[config.mk]
export PLATFORM = sky130hd
export DESIGN_NAME = lfsr_noise_arbiter_flat
export DESIGN_NICKNAME = d
export VERILOG_FILES = /design/src/rtl/lfsr_noise_arbiter_pkg.sv /design/src/rtl/lfsr_noise_arbiter_if.sv /design/src/rtl/lfsr_noise_arbiter_rr_pick.sv /design/src/rtl/lfsr_noise_arbiter.sv /design/src/flat_wrapper.sv
export SDC_FILE = /design/constraint.sdc
export NUM_CORES = 1
export LEC_CHECK = 0
export CORE_AREA = 2 2 72 74
export CTS_CLUSTER_SIZE = 30
export DETAILED_ROUTE_END_ITERATION = 8
export DIE_AREA = 0 0 74 76
export PLACE_DENSITY = 0.76
export SYNTH_ARGS = -nofsm -noshare
export SYNTH_HDL_FRONTEND = slang
export SYNTH_HIERARCHICAL = 1
export SYNTH_SLANG_ARGS = --single-unit
[constraint.sdc]
create_clock -name clk -period 2.5 [get_ports clk]
set_clock_uncertainty 0.15 [all_clocks]
set_input_delay 0.375 -clock clk [delete_from_list [all_inputs] [get_ports clk]]
set_output_delay 0.375 -clock clk [all_outputs]
set_load 0.03 [all_outputs]
[src/rtl/lfsr_noise_arbiter_pkg.sv]
// Shared constants, FSM state type and id-width helper for the LFSR noise arbiter.
package lfsr_noise_pkg;

  localparam int LFSR_W = 22;
  localparam int BLEN_W = 4;

  typedef enum logic {
    IDLE,
    BURST
  } arb_state_t;

  function automatic int id_width(input int n_req);
    return (n_req > 2) ? $clog2(n_req) : 1;
  endfunction

endpackage

[src/rtl/lfsr_noise_arbiter_if.sv]
// Requester-facing bus of the LFSR noise arbiter: requests, grants and tagged samples.
interface lfsr_noise_arbiter_if #(
  parameter int N_REQ  = 4,
  parameter int LFSR_W = lfsr_noise_pkg::LFSR_W,
  parameter int BLEN_W = lfsr_noise_pkg::BLEN_W
);
  localparam int ID_W = lfsr_noise_pkg::id_width(N_REQ);

  logic        [N_REQ-1:0]        req;
  logic        [N_REQ*BLEN_W-1:0] burst_len;
  logic        [N_REQ-1:0]        gnt;
  logic                           out_valid;
  logic signed [LFSR_W-1:0]       out_data;
  logic        [ID_W-1:0]         out_id;
  logic        [N_REQ-1:0]        done;

  // Requester side
  modport master (
    output req, burst_len,
    input  gnt, out_valid, out_data, out_id, done
  );

  // Arbiter side
  modport slave (
    input  req, burst_len,
    output gnt, out_valid, out_data, out_id, done
  );
endinterface

[src/rtl/lfsr_noise_arbiter_rr_pick.sv]
// Combinational round-robin picker: first set request at or after rr_ptr, wrapping.
module rr_pick #(
  parameter int N_REQ = 4,
  parameter int ID_W  = 2
) (
  input  logic [N_REQ-1:0] req,
  input  logic [ID_W-1:0]  rr_ptr,
  output logic [ID_W-1:0]  owner,
  output logic             any
);
  int idx;

  // Scan from the farthest offset down so the nearest request wins last.
  always_comb begin
    owner = rr_ptr;
    any   = 1'b0;
    idx   = 0;
    for (int i = N_REQ - 1; i >= 0; i--) begin
      idx = int'(rr_ptr) + i;
      if (idx >= N_REQ) idx = idx - N_REQ;
      if (req[idx]) begin
        owner = ID_W'(idx);
        any   = 1'b1;
      end
    end
  end
endmodule

[src/rtl/lfsr_noise_arbiter.sv]
// Round-robin burst arbiter sharing one LFSR noise source; steps the LFSR once per delivered sample.
// Optional LFSR_STEP_CNT_EN adds a step counter (step_cnt) with a period-wrap pulse (step_wrap).
module lfsr_noise_arbiter #(
  parameter int N_REQ  = 4,
  parameter int LFSR_W = lfsr_noise_pkg::LFSR_W,
  parameter int BLEN_W = lfsr_noise_pkg::BLEN_W
) (
  input  logic                     clk,
  input  logic                     reset,
  lfsr_noise_arbiter_if.slave      bus,
  input  logic                     sample_tick,
  input  logic                     resync,
  input  logic signed [LFSR_W-1:0] lfsr_y,
  output logic                     lfsr_clk_en,
  output logic                     lfsr_reset
`ifdef LFSR_STEP_CNT_EN
  ,
  output logic [LFSR_W-1:0]        step_cnt,
  output logic                     step_wrap
`endif
);
  import lfsr_noise_pkg::*;

  localparam int ID_W  = id_width(N_REQ);
  localparam int CNT_W = BLEN_W + 1;
  localparam logic [CNT_W-1:0] FULL_BURST = {1'b1, {BLEN_W{1'b0}}};
  localparam logic [N_REQ-1:0] ONE_HOT0   = {{(N_REQ-1){1'b0}}, 1'b1};

  arb_state_t               state_q, state_d;
  logic [ID_W-1:0]          owner_q, owner_d;
  logic [CNT_W-1:0]         cnt_q, cnt_d;
  logic [ID_W-1:0]          rr_ptr_q, rr_ptr_d;
  logic                     resync_pend_q, resync_pend_d;
  logic [N_REQ-1:0]         gnt_q, gnt_d;
  logic                     apply_resync;

  logic                     vld_p0, vld_p1;
  logic signed [LFSR_W-1:0] out_data_p0, out_data_p1;
  logic [ID_W-1:0]          out_id_p0, out_id_p1;
  logic [N_REQ-1:0]         done_p0, done_p1;

  logic [ID_W-1:0]          pick_owner;
  logic                     pick_any;
  logic [BLEN_W-1:0]        pick_len;
  logic [ID_W-1:0]          next_ptr;

  rr_pick #(
    .N_REQ (N_REQ),
    .ID_W  (ID_W)
  ) u_rr_pick (
    .req    (bus.req),
    .rr_ptr (rr_ptr_q),
    .owner  (pick_owner),
    .any    (pick_any)
  );

  assign pick_len = bus.burst_len[pick_owner*BLEN_W +: BLEN_W];
  assign next_ptr = (owner_q == ID_W'(N_REQ - 1)) ? '0 : owner_q + 1'b1;

  always_comb begin
    state_d       = state_q;
    owner_d       = owner_q;
    cnt_d         = cnt_q;
    rr_ptr_d      = rr_ptr_q;
    resync_pend_d = resync_pend_q | resync;
    gnt_d         = gnt_q;
    apply_resync  = 1'b0;
    lfsr_clk_en   = 1'b0;
    vld_p0        = 1'b0;
    out_data_p0   = out_data_p1;
    out_id_p0     = out_id_p1;
    done_p0       = '0;
    case (state_q)
      IDLE: begin
        // A pending resync takes the whole IDLE cycle; granting resumes on the next one.
        if (resync_pend_q) begin
          apply_resync  = 1'b1;
          resync_pend_d = resync;
        end else if (pick_any) begin
          owner_d = pick_owner;
          cnt_d   = (pick_len == '0) ? FULL_BURST : {1'b0, pick_len};
          gnt_d   = ONE_HOT0 << pick_owner;
          state_d = BURST;
        end
      end
      BURST: begin
        if (!bus.req[owner_q]) begin
          gnt_d    = '0;
          rr_ptr_d = next_ptr;
          state_d  = IDLE;
        end else if (sample_tick) begin
          // Capture the pre-step LFSR value on the same edge the LFSR advances.
          lfsr_clk_en = 1'b1;
          vld_p0      = 1'b1;
          out_data_p0 = lfsr_y;
          out_id_p0   = owner_q;
          cnt_d       = cnt_q - 1'b1;
          if (cnt_q == CNT_W'(1)) begin
            done_p0  = ONE_HOT0 << owner_q;
            gnt_d    = '0;
            rr_ptr_d = next_ptr;
            state_d  = IDLE;
          end
        end
      end
      default: state_d = IDLE;
    endcase
  end

  assign lfsr_reset = reset | apply_resync;

  always_ff @(posedge clk) begin
    if (reset) begin
      state_q       <= IDLE;
      owner_q       <= '0;
      cnt_q         <= '0;
      rr_ptr_q      <= '0;
      resync_pend_q <= 1'b0;
      gnt_q         <= '0;
      vld_p1        <= 1'b0;
      out_data_p1   <= '0;
      out_id_p1     <= '0;
      done_p1       <= '0;
    end else begin
      state_q       <= state_d;
      owner_q       <= owner_d;
      cnt_q         <= cnt_d;
      rr_ptr_q      <= rr_ptr_d;
      resync_pend_q <= resync_pend_d;
      gnt_q         <= gnt_d;
      vld_p1        <= vld_p0;
      out_data_p1   <= out_data_p0;
      out_id_p1     <= out_id_p0;
      done_p1       <= done_p0;
    end
  end

  assign bus.gnt       = gnt_q;
  assign bus.out_valid = vld_p1;
  assign bus.out_data  = out_data_p1;
  assign bus.out_id    = out_id_p1;
  assign bus.done      = done_p1;

`ifdef LFSR_STEP_CNT_EN
  // The LFSR period is 2**LFSR_W-1 states, so the count runs 0 .. 2**LFSR_W-2.
  localparam logic [LFSR_W-1:0] STEP_LAST = {{(LFSR_W-1){1'b1}}, 1'b0};

  logic [LFSR_W-1:0] step_cnt_q;
  logic              step_wrap_q;

  always_ff @(posedge clk) begin
    if (lfsr_reset) begin
      step_cnt_q  <= '0;
      step_wrap_q <= 1'b0;
    end else if (lfsr_clk_en) begin
      if (step_cnt_q == STEP_LAST) begin
        step_cnt_q  <= '0;
        step_wrap_q <= 1'b1;
      end else begin
        step_cnt_q  <= step_cnt_q + 1'b1;
        step_wrap_q <= 1'b0;
      end
    end else begin
      step_wrap_q <= 1'b0;
    end
  end

  assign step_cnt  = step_cnt_q;
  assign step_wrap = step_wrap_q;
`endif

endmodule
[src/flat_wrapper.sv]
// flat-port wrapper written by rule: the top's interface ports become plain ports
module lfsr_noise_arbiter_flat import lfsr_noise_pkg::*;
#(
  parameter int N_REQ  = 4,
  parameter int LFSR_W = lfsr_noise_pkg::LFSR_W,
  parameter int BLEN_W = lfsr_noise_pkg::BLEN_W
)
  (clk, reset, sample_tick, resync, lfsr_y, lfsr_clk_en, lfsr_reset, bus_req, bus_burst_len, bus_gnt, bus_out_valid, bus_out_data, bus_out_id, bus_done);
  lfsr_noise_arbiter_if #(.N_REQ(N_REQ), .LFSR_W(LFSR_W), .BLEN_W(BLEN_W)) bus_i ();
  input  logic clk;
  input  logic reset;
  input  logic sample_tick;
  input  logic resync;
  input  logic signed [LFSR_W-1:0] lfsr_y;
  output logic lfsr_clk_en;
  output logic lfsr_reset;
  input wire logic [$bits(bus_i.req)-1:0] bus_req;
  input wire logic [$bits(bus_i.burst_len)-1:0] bus_burst_len;
  output wire logic [$bits(bus_i.gnt)-1:0] bus_gnt;
  output wire logic [$bits(bus_i.out_valid)-1:0] bus_out_valid;
  output wire logic [$bits(bus_i.out_data)-1:0] bus_out_data;
  output wire logic [$bits(bus_i.out_id)-1:0] bus_out_id;
  output wire logic [$bits(bus_i.done)-1:0] bus_done;
  assign bus_i.req = bus_req;
  assign bus_i.burst_len = bus_burst_len;
  assign bus_gnt = bus_i.gnt;
  assign bus_out_valid = bus_i.out_valid;
  assign bus_out_data = bus_i.out_data;
  assign bus_out_id = bus_i.out_id;
  assign bus_done = bus_i.done;
  lfsr_noise_arbiter #(.N_REQ(N_REQ), .LFSR_W(LFSR_W), .BLEN_W(BLEN_W)) u_core (.clk(clk), .reset(reset), .bus(bus_i), .sample_tick(sample_tick), .resync(resync), .lfsr_y(lfsr_y), .lfsr_clk_en(lfsr_clk_en), .lfsr_reset(lfsr_reset));
endmodule
[Yosys cells after proc, flatten, opt, wreduce, memory -nomap -nowiden]
Cells that the tools add are included.
Word-level totals
  register bits after elaboration: 44
  output and inout bits: 35
  input bits: 46
Operators by class
  bitwise logic cells: 7
  order comparisons: 9
  reduce and logical (&&, ||, !) cells: 7
  muxes and demuxes: 55
  $add $sub $neg: 9
  equal/unequal tests: 10
  shift-type cells: 3
Operators with widths (number)
  $lt A32 B4 Y1 const B: 4
  $mux W32: 4
  $ge A32 B4 Y1 const B: 1
  $sub A32 B4 Y32 const B: 1
  $mux W1: 25
  $mux W5: 5
  $mux W4: 5
  $mux W2: 8
  $shiftx A16 B5 Y4: 1
  $bmux W1 S2: 5
  $ne A2 B2 Y1 const B: 5
  $pmux W5 S2: 1
  $reduce_and A3 Y1: 3
  $pmux W4 S2: 1
  $reduce_and A4 Y1: 2
  $shl A1 B2 Y4 const A: 2
  $sub A3 B3 Y4 const B: 2
  $add A2 B2 Y3 const B: 2
  $ge A3 B3 Y1 const B: 2
  $ne A3 B3 Y1 const B: 2
  $eq A5 B1 Y1 const B: 1
  $not A1 Y1: 5
  $reduce_or A5 Y1: 1
  $sub A5 B1 Y5 const B: 1
  10 further kinds: 11

[Longest topological paths before layout]
Gate-level depths: netlist (run 1).
  depth in word-level cells: 16
  gate-level depth with buffers: 8
  mapped depth without buffers: 7

[Cells and area by module]
The synthesis (run 1) kept the hierarchy.
By module, submodules not included
  lfsr_noise_arbiter: instances 1, area an instance 1851.8 um2, cells an instance 216
  rr_pick: instances 1, area an instance 100.1 um2, cells an instance 16

[Worst setup path after synthesis (run 1)]
OpenSTA, ideal clock, no wires.
  path type: input to register
  from: input bus_req[0]
  to: register u_core.cnt_q[4]
  cell stages on the path: 8
  arrival time: 2.052 ns
  required time: 2.257 ns
  path buffers: 1
  slack: 0.205 ns
  cell sequence: and2b_2 or4_1 nand2_1 clkbuf_1 mux4_2 nor2_1 a31oi_1 o32ai_1
Between the ends
  word-level cells in the longest chain between the ends: 13
Ends and longest elaborated chain
  from (decl): line flat_wrapper.sv:17  | input wire logic [$bits(bus_i.req)-1:0] bus_req;
  $bmux W1 S2: line lfsr_noise_arbiter_rr_pick.sv:21  | if (req[idx]) begin
  $mux W1 (not written as such) (2 in a row): line lfsr_noise_arbiter_rr_pick.sv:21
  $mux W2 (3 in a row): line lfsr_noise_arbiter_rr_pick.sv:21
  $mux W2 (*): line lfsr_noise_arbiter_rr_pick.sv:21
  named net u_core.pick_owner[1]: line lfsr_noise_arbiter.sv:42  | logic [ID_W-1:0] pick_owner;
  $shiftx A16 B5 Y4 (*): line lfsr_noise_arbiter.sv:57  | assign pick_len = bus.burst_len[pick_owner*BLEN_W +: BLEN_W];
  $logic_not A4 Y1 (*): line lfsr_noise_arbiter.sv:81  | cnt_d = (pick_len == '0) ? FULL_BURST : {1'b0, pick_len};
  $mux W5 (*): line lfsr_noise_arbiter.sv:81
  $mux W5 (*): line lfsr_noise_arbiter.sv:79  | end else if (pick_any) begin
  $mux W5 (*): line lfsr_noise_arbiter.sv:76  | if (resync_pend_q) begin
  $pmux W5 S2 (*): line lfsr_noise_arbiter.sv:73  | case (state_q)
  to (signal assigned): line lfsr_noise_arbiter.sv:127  | cnt_q <= cnt_d;
  to (decl): line lfsr_noise_arbiter.sv:31  | logic [CNT_W-1:0] cnt_q, cnt_d;
The timed path passes the listed nets; every way through them passes the cells marked *. The select of a mux whose other input is x is not followed.
A chain may end at the register's enable or synchronous reset.

[Final worst setup path (run 1)]
  from: input bus_req[1]
  to: output lfsr_clk_en
Between the ends
  word-level cells in the longest chain between the ends: 4
Ends and longest elaborated chain
  $bmux W1 S2: line lfsr_noise_arbiter.sv:87  | if (!bus.req[owner_q]) begin
  $mux W1 (not written as such): line lfsr_noise_arbiter.sv:87
  $mux W1 (2 in a row)
  to (decl): line flat_wrapper.sv:15  | output logic lfsr_clk_en;
No other way between the ends. The select of a mux whose other input is x is not followed.

==> metrics.yaml, run 1 <==
placement:
  i_o_buffers: 80
  detailed_place_hpwl_um: 3700
  place_congestion: 0.816
  post_dp_cell_area_sq_um: 2890
setup_path:
  crit_cells: 6
  crit_path_max_fanout: 7
  crit_chain: "clkdlybuf4s50_1, buf_4, mux4_2, nand3_2, inv_2, buf_4"
  worst_path_bufs_invs: 4
  cpMaxStageDelayCell: "mux4_2"
  critPathCaptureType: "primary output"
  critPathKind: "in2out"
  worst-endpoint-arrival_ns: 1.89
  timing.critical_path.required_ns: 1.98
  critPathLaunchType: "input port"
  cell_repeated_most_along_the_worst_path: "buf_4"
  timing.critical_path.slowest_cell_delay_ns: 0.51
  worstRegToRegCells: 7
  critical-path-top-delay-family: "buffers and inverters"
sta:
  max_clock_freq_ghz: 0.415
  layout_worst_path_cycle_share_pct: 96.5
  setup_tns_ns: 0
  finalHoldViolations: 0
  timing.hold.ws_ns: 0.308
  worst-slew-pin-transition_ns: 0.506
  report.final.slew_viol_count: 0
  layout_min_cycle_time_ns: 2.41
  max_slew_headroom_pct: 66.2
  rsz0062_at_grt: "no"
  number_of_failing_setup_endpoints_in_the_final_timing_report: 0
detailed_routing:
  drcViolationCount: 0
  routed_wirelength_um: 5100
  antenna_left: 0
  drt-pass1-iter-count: 4
  avgRoutedWirePerCell_um: 13.1
  detail_route.vias_per_cell: 4.99
  initialDrtViolationCount: 84
  route.vias.total: 1947
grt:
  antenna_violations_before_repair: 0
  grt_pass1_vias: 1762
  grt_first_pass_wirelength_um: 8140
  grt_start_max_net_pins: 26
  groute.usage.overall_pct: 18.4
  overflow: 0
synthesis:
  synth_area_per_cell_sq_um: 8.41
  synth.largest_area_cell: "dfxtp_1"
  synthFlopType: "dfxtp_1"
  ys_top_cells_by_area: "dfxtp_1, nand2_1, a21oi_1, mux4_2, nor2_1"
  postSynthCellCount: 232
  synth_top_cell_area_share_pct: 45.1
  ys_seq_area_share_pct: 45.1
  post_synth_instance_area_sq_um: 1950
  synth.distinct_cells: 43
  yosys_warnings: 6
  ys_seq_elements: 44
  number_of_synthesized_flops_with_an_enable_pin: 0
  synthArstFlopShare_pct: 0
  syn_nets: 281
cts:
  tritoncts: "built"
  numCtsBuffers: 5
  cts_htree_levels: 2
  max-clock-path-buffers: 2
  tritoncts_num_sinks: 44
  postCtsSetupBuffers: 0
  clk_pin_slew_worst_paths_ns: 0.08
  clock_latency_ns: 0.30
  cts.root.buffer_cell: "clkbuf_8"
final_layout:
  layout-drive-gt1-share_pct: 11.9
  most-common-layout-cells: "clkdlybuf4s50_1, nand2_1, dfxtp_1"
  post_route_cell_area_sq_um: 2980
  signed_area_change_from_the_synthesized_netlist_to_the_final_layout_pct: 52.8
  n_antenna_cell: 0
  final_common_cell: "clkdlybuf4s50_1"
  finish.net_count: 369
floorplanning:
  row_count: 26
  die_w_um: 74
  floorplan.die_area_sq_um: 5620
  pin_count: 81
  area_of_the_core_sq_um: 4910
  fp.dieH_um: 76
  start_util_pct: 39.7
run_status:
  status: "finished clean"
job:
  timing.max_cap.violations: 0
hold_path:
  hold-path-cell-count: 2
  holdCritPathClass: "reg2reg"
power_and_ir_drop:
  p_per_area_nw_per_um2: 537
  power_leakage_nw: 1.09
  worst_ir_drop_vdd_v: 0.000236
==> worst paths after layout <==
check	from	endpoint	slack, ns
max reg2reg	u_core/rr_ptr_q[0]	u_core/cnt_q[4]	0.22
min	u_core/bus.out_data[2]	u_core/bus.out_data[2]	0.31
min reg2reg	u_core/bus.out_data[2]	u_core/bus.out_data[2]	0.31
max	bus_req[1]	lfsr_clk_en	0.09
==> cell families (layout without fill, tap and decap cells) <==
family	Yosys count	after routing	synth area share, %
compound gates	59	59	18.4
fa+ha+maj	3	3	1.92
simple gates	99	99	24.4
mux	6	6	5.64
flops	44	44	45.1
xor+xnor	1	1	0.449
buf+inv	20	108	4.04
==> power breakdown <==
part,total [W],leakage [nW],switching [W],internal [W]
sequential,0.000766,0.358,0.0000286,0.000737
clock,0.000424,0.0400,0.000235,0.000189
combinational,0.000412,0.697,0.000202,0.000210
total,0.00160,1.09,0.000465,0.00114
==> cell usage after synthesis (4+ instances only) <==
| library cell | number |
|---|---|
| a21oi_1 | 37 |
| nand2_1 | 57 |
| mux4_2 | 4 |
| o21ai_0 | 5 |
| inv_1 | 6 |
| nor2_1 | 13 |
| clkbuf_1 | 7 |
| dfxtp_1 | 44 |
| o211ai_1 | 4 |
==> through the flow <==
| step | worst slack [ns] | util, % | cells | power (W) |
|---|---|---|---|---|
| 6_report | 0.0878 | 60.7 | 390 | 0.00160 |
| 5_1_grt | 0.0424 | 60.7 | 390 | 0.00169 |
| 4_1_cts | 0.0316 | 60.5 | 390 | 0.00162 |
| 3_5_place_dp | -0.347 | 58.8 | 383 | 0.00119 |
| 3_3_place_gp | -0.272 | 58.8 | 383 | 0.00118 |
| 2_1_floorplan | 0.205 | - | 232 | 0.00101 |
==> routing by layer <==
| metal | GRT usage [%] | routed length [um] |
|---|---|---|
| met2 | 29.3 | 2450 |
| met4 | 7.09 | 97 |
| met3 | 4.63 | 263 |
| met1 | 23.6 | 2290 |
| met5 | 0 | 0 |
==> sequential cells by signal, indices dropped and copies added (netlist names) <==
signal                cells
u_core/cnt_q              5
u_core/state_q            1
u_core/resync_pend_q      1
u_core/owner_q            2
u_core/bus.gnt            4
u_core/rr_ptr_q           2
u_core/bus.done           4
u_core/bus.out_valid      1
u_core/bus.out_id         2
u_core/bus.out_data      22
==> worst reg2reg max path, stage by stage, from the launching register on <==
cell and delay (ns):
dfxtp_1 0.37, and2b_2 0.22, or4_1 0.56, nand2_4 0.14
mux4_2 0.31, nor2_1 0.12, a31oi_1 0.09, o32ai_1 0.22
==> area by class of cell <==
| class | count | area [sq um] |
|---|---|---|
| Inverter | 7 | 26.3 |
| Clock buffer | 5 | 68.8 |
| Timing Repair Buffer | 94 | 905 |
| Sequential cell | 44 | 881 |
| Fill cell | 462 | 1930 |
| Multi-Input combinational cell | 168 | 1000 |
| Clock inverter | 2 | 12.5 |
| Tap cell | 70 | 87.6 |
==> timing repair <==
action | in CTS | in global routing
pin swaps | 0 | 1
resized for setup | 2 | 4
hold buffers | 0 | 0
setup endpoints to repair | 1 | 2
No activity file was read; power rests on OpenSTA's default activity.
==> run 2, diff against run 1 <==
--- a/config.mk
+++ b/config.mk
@@ -5,11 +5,12 @@
 export SDC_FILE = /design/constraint.sdc
 export NUM_CORES = 1
 export LEC_CHECK = 0
-export CORE_AREA = 2 2 72 74
+export CORE_AREA = 2 2 61 63
 export CTS_CLUSTER_SIZE = 30
 export DETAILED_ROUTE_END_ITERATION = 8
-export DIE_AREA = 0 0 74 76
-export PLACE_DENSITY = 0.76
+export DIE_AREA = 0 0 63 65
+export DONT_BUFFER_PORTS = 1
+export PLACE_DENSITY = 0.73
 export SYNTH_ARGS = -nofsm -noshare
 export SYNTH_HDL_FRONTEND = slang
 export SYNTH_HIERARCHICAL = 1
==> metrics.yaml, run 2 (same netlist as run 1, synthesis figures left out) <==
final_layout:
  largest_reg_flops: 22  # unchanged
  most-common-layout-cells: "nand2_1, dfxtp_1, a21oi_1"  # was clkdlybuf4s50_1, nand2_1, dfxtp_1
  signed_area_change_from_the_synthesized_netlist_to_the_final_layout_pct: 19.4  # was 52.8%
  layout-drive-gt1-share_pct: 10.6  # was 11.9%
  final_common_cell: "nand2_1"  # was clkdlybuf4s50_1
  n_antenna_cell: 0  # unchanged
  n_fill_cell: 312  # was 462
  seq_area_sq_um: 882  # was 881 sq um
  finish.net_count: 303  # was 369
  multi_input_comb_area_sq_um: 1010  # was 1000 sq um
setup_path:
  reg2reg_to: "u_core/cnt_q[2]"  # was u_core/cnt_q[4]
  critical_path.reg2reg.startpoint: "u_core/rr_ptr_q[0]"  # unchanged
  critPathCaptureType: "primary output"  # unchanged
  worstSetupEndpoint: "lfsr_clk_en"  # unchanged
  crit_path_max_fanout: 28  # was 7
  ff2ff_setup_slack_ns: 0.21  # was 0.22 ns
  critPathLaunchType: "register"  # was input port
  cpMaxStageDelayCell: "mux4_2"  # unchanged
  timing.critical_path.slowest_cell_delay_ns: 0.60  # was 0.51 ns
  timing.critical_path.required_ns: 1.98  # about the same
  worst-endpoint-arrival_ns: 1.79  # was 1.89 ns
  crit_chain: "mux4_2, nand3_2, inv_2"  # was clkdlybuf4s50_1, buf_4, mux4_2, nand3_2, inv_2, buf_4
  worstRegToRegCells: 7  # unchanged
  critPathKind: "reg2out"  # was in2out
  cp-startpoint: "u_core/owner_q[0]"  # was bus_req[1]
detailed_routing:
  detail_route.vias_per_cell: 5.61  # was 4.99
  drcViolationCount: 0  # unchanged
  antenna_left: 0  # unchanged
  initialDrtViolationCount: 165  # was 84
  avgRoutedWirePerCell_um: 15.2  # was 13.1 um
  routed_wirelength_um: 4600  # was 5100 um
  drt-pass1-iter-count: 6  # was 4
  route.vias.total: 1699  # was 1947
sta:
  layout_worst_path_cycle_share_pct: 92.6  # was 96.5%
  number_of_failing_setup_endpoints_in_the_final_timing_report: 0  # unchanged
  rsz0062_at_grt: "no"  # unchanged
  worst-slew-pin-transition_ns: 1.01  # was 0.506 ns
  finalHoldViolations: 0  # unchanged
  setup_tns_ns: 0  # unchanged
  final_critical_path_setup_slack_ns: 0.186  # was 0.0878 ns
  max_slew_headroom_pct: 32.5  # was 66.2%
  max_clock_freq_ghz: 0.432  # was 0.415 GHz
  layout_min_cycle_time_ns: 2.31  # was 2.41 ns
  report.final.slew_viol_count: 0  # unchanged
placement:
  detailed_place_hpwl_um: 2780  # was 3700 um
  i_o_buffers: 0  # was 80
  pre_cts_slack_ns: 0.183  # was -0.347 ns
  place_congestion: 0.780  # was 0.816
run_status:
  status: "finished clean"  # unchanged
cts:
  numCtsBuffers: 5  # unchanged
  tritoncts: "built"  # unchanged
  clk_pin_slew_worst_paths_ns: 0.12  # was 0.08 ns
  max-clock-path-buffers: 2  # unchanged
  cts.root.buffer_cell: "clkbuf_4"  # was clkbuf_8
  tritoncts_num_sinks: 44  # unchanged
  clock_latency_ns: 0.34  # was 0.30 ns
  cts_htree_levels: 2  # unchanged
power_and_ir_drop:
  power_leakage_nw: 0.841  # was 1.09 nW
  p_per_area_nw_per_um2: 649  # was 537 nW/um^2
  worst_ir_drop_vdd_v: 0.000420  # was 0.000236 V
floorplanning:
  row_count: 22  # was 26
  area_of_the_core_sq_um: 3500  # was 4910 sq um
  floorplan.die_area_sq_um: 4100  # was 5620 sq um
  pin_count: 81  # unchanged
  die_w_um: 63  # was 74 um
  fp.dieH_um: 65  # was 76 um
  start_util_pct: 55.8  # was 39.7%
grt:
  grt_pass1_vias: 1606  # was 1762
  grt_start_max_net_pins: 40  # was 26
  antenna_violations_before_repair: 0  # unchanged
  grt_first_pass_wirelength_um: 7270  # was 8140 um
  groute.usage.overall_pct: 22.3  # was 18.4%
  overflow: 0  # unchanged
job:
  timing.max_cap.violations: 0  # unchanged
hold_path:
  holdCritPathClass: "in2reg"  # was reg2reg
run 2: layout make-up:
class,count,area share (%)
tap,48,2.58
inverter,7,1.13
sequential,44,37.9
clock buffer,6,1.77
clock inverter,2,1.50
multi-input combinational,169,43.6
timing repair buffer,27,11.6
run 2: timing repair:
item | 4_1_cts | 5_1_grt
hold endpoints to repair | 39 | 2
gates resized for setup | 0 | 4
setup endpoints to repair | 0 | 2
hold buffers | 21 | 2
buffers inserted | 0 | 2
run 2: routing by layer:
metal	vias up	wire length [um]	GRT usage (%)
met2	75	2170	37.0
met1	766	1900	27.3
li1	849	-	-
met4	0	82	6.94
met3	9	439	7.81
met5	-	0	0
run 2: worst min path at each step:
stage | to | start | slack, ns | cells past startpoint
finish | u_core/bus.out_data[7] | lfsr_y[7] | 0.02 | 2
global route | u_core/bus.out_data[7] | lfsr_y[7] | 0.01 | 2
CTS | u_core/bus.out_data[9] | lfsr_y[9] | 0.001 | 2
detailed placement | u_core/bus.gnt[1] | reset | 0.30 | 1
global placement | u_core/bus.gnt[3] | reset | 0.30 | 1
floorplan | u_core/bus.done[1] | u_core/owner_q[1] | 0.31 | 1
run 2: through the flow:
step	area (sq um)	std cells	hold WS [ns]	power, W	utilization, %
after floorplan	1950	232	0.313	0.00101	-
after global placement	1970	269	0.298	0.00104	56.5
after detailed placement	1970	269	0.300	0.00104	56.5
after CTS	2270	298	0.00130	0.00151	65.0
after global routing	2330	303	0.00951	0.00159	66.6
final	2330	303	0.0201	0.00151	66.6
run 2: worst max-delay path, delay by kind of cell, from the launching register on:
kind / cells / cell delay, ns
multiplexers: 1 / 0.60
flip-flops: 1 / 0.50
buffers and inverters: 1 / 0.23
AND/OR/NAND/NOR: 1 / 0.11
run 2: report_power, final:
part,internal (W),switching [W]
registers,0.000738,0.0000728
logic,0.000133,0.000141
clock network,0.000210,0.000218
total,0.00108,0.000431
==> run 3, diff against run 2 <==
--- a/config.mk
+++ b/config.mk
@@ -5,12 +5,11 @@
 export SDC_FILE = /design/constraint.sdc
 export NUM_CORES = 1
 export LEC_CHECK = 0
-export CORE_AREA = 2 2 61 63
+export CORE_AREA = 2 2 72 74
 export CTS_CLUSTER_SIZE = 30
 export DETAILED_ROUTE_END_ITERATION = 8
-export DIE_AREA = 0 0 63 65
-export DONT_BUFFER_PORTS = 1
-export PLACE_DENSITY = 0.73
+export DIE_AREA = 0 0 74 76
+export PLACE_DENSITY = 0.76
 export SYNTH_ARGS = -nofsm -noshare
 export SYNTH_HDL_FRONTEND = slang
 export SYNTH_HIERARCHICAL = 1
==> results of run 3 <==
Final layout, timing and power as in run 1 (identical DEF).
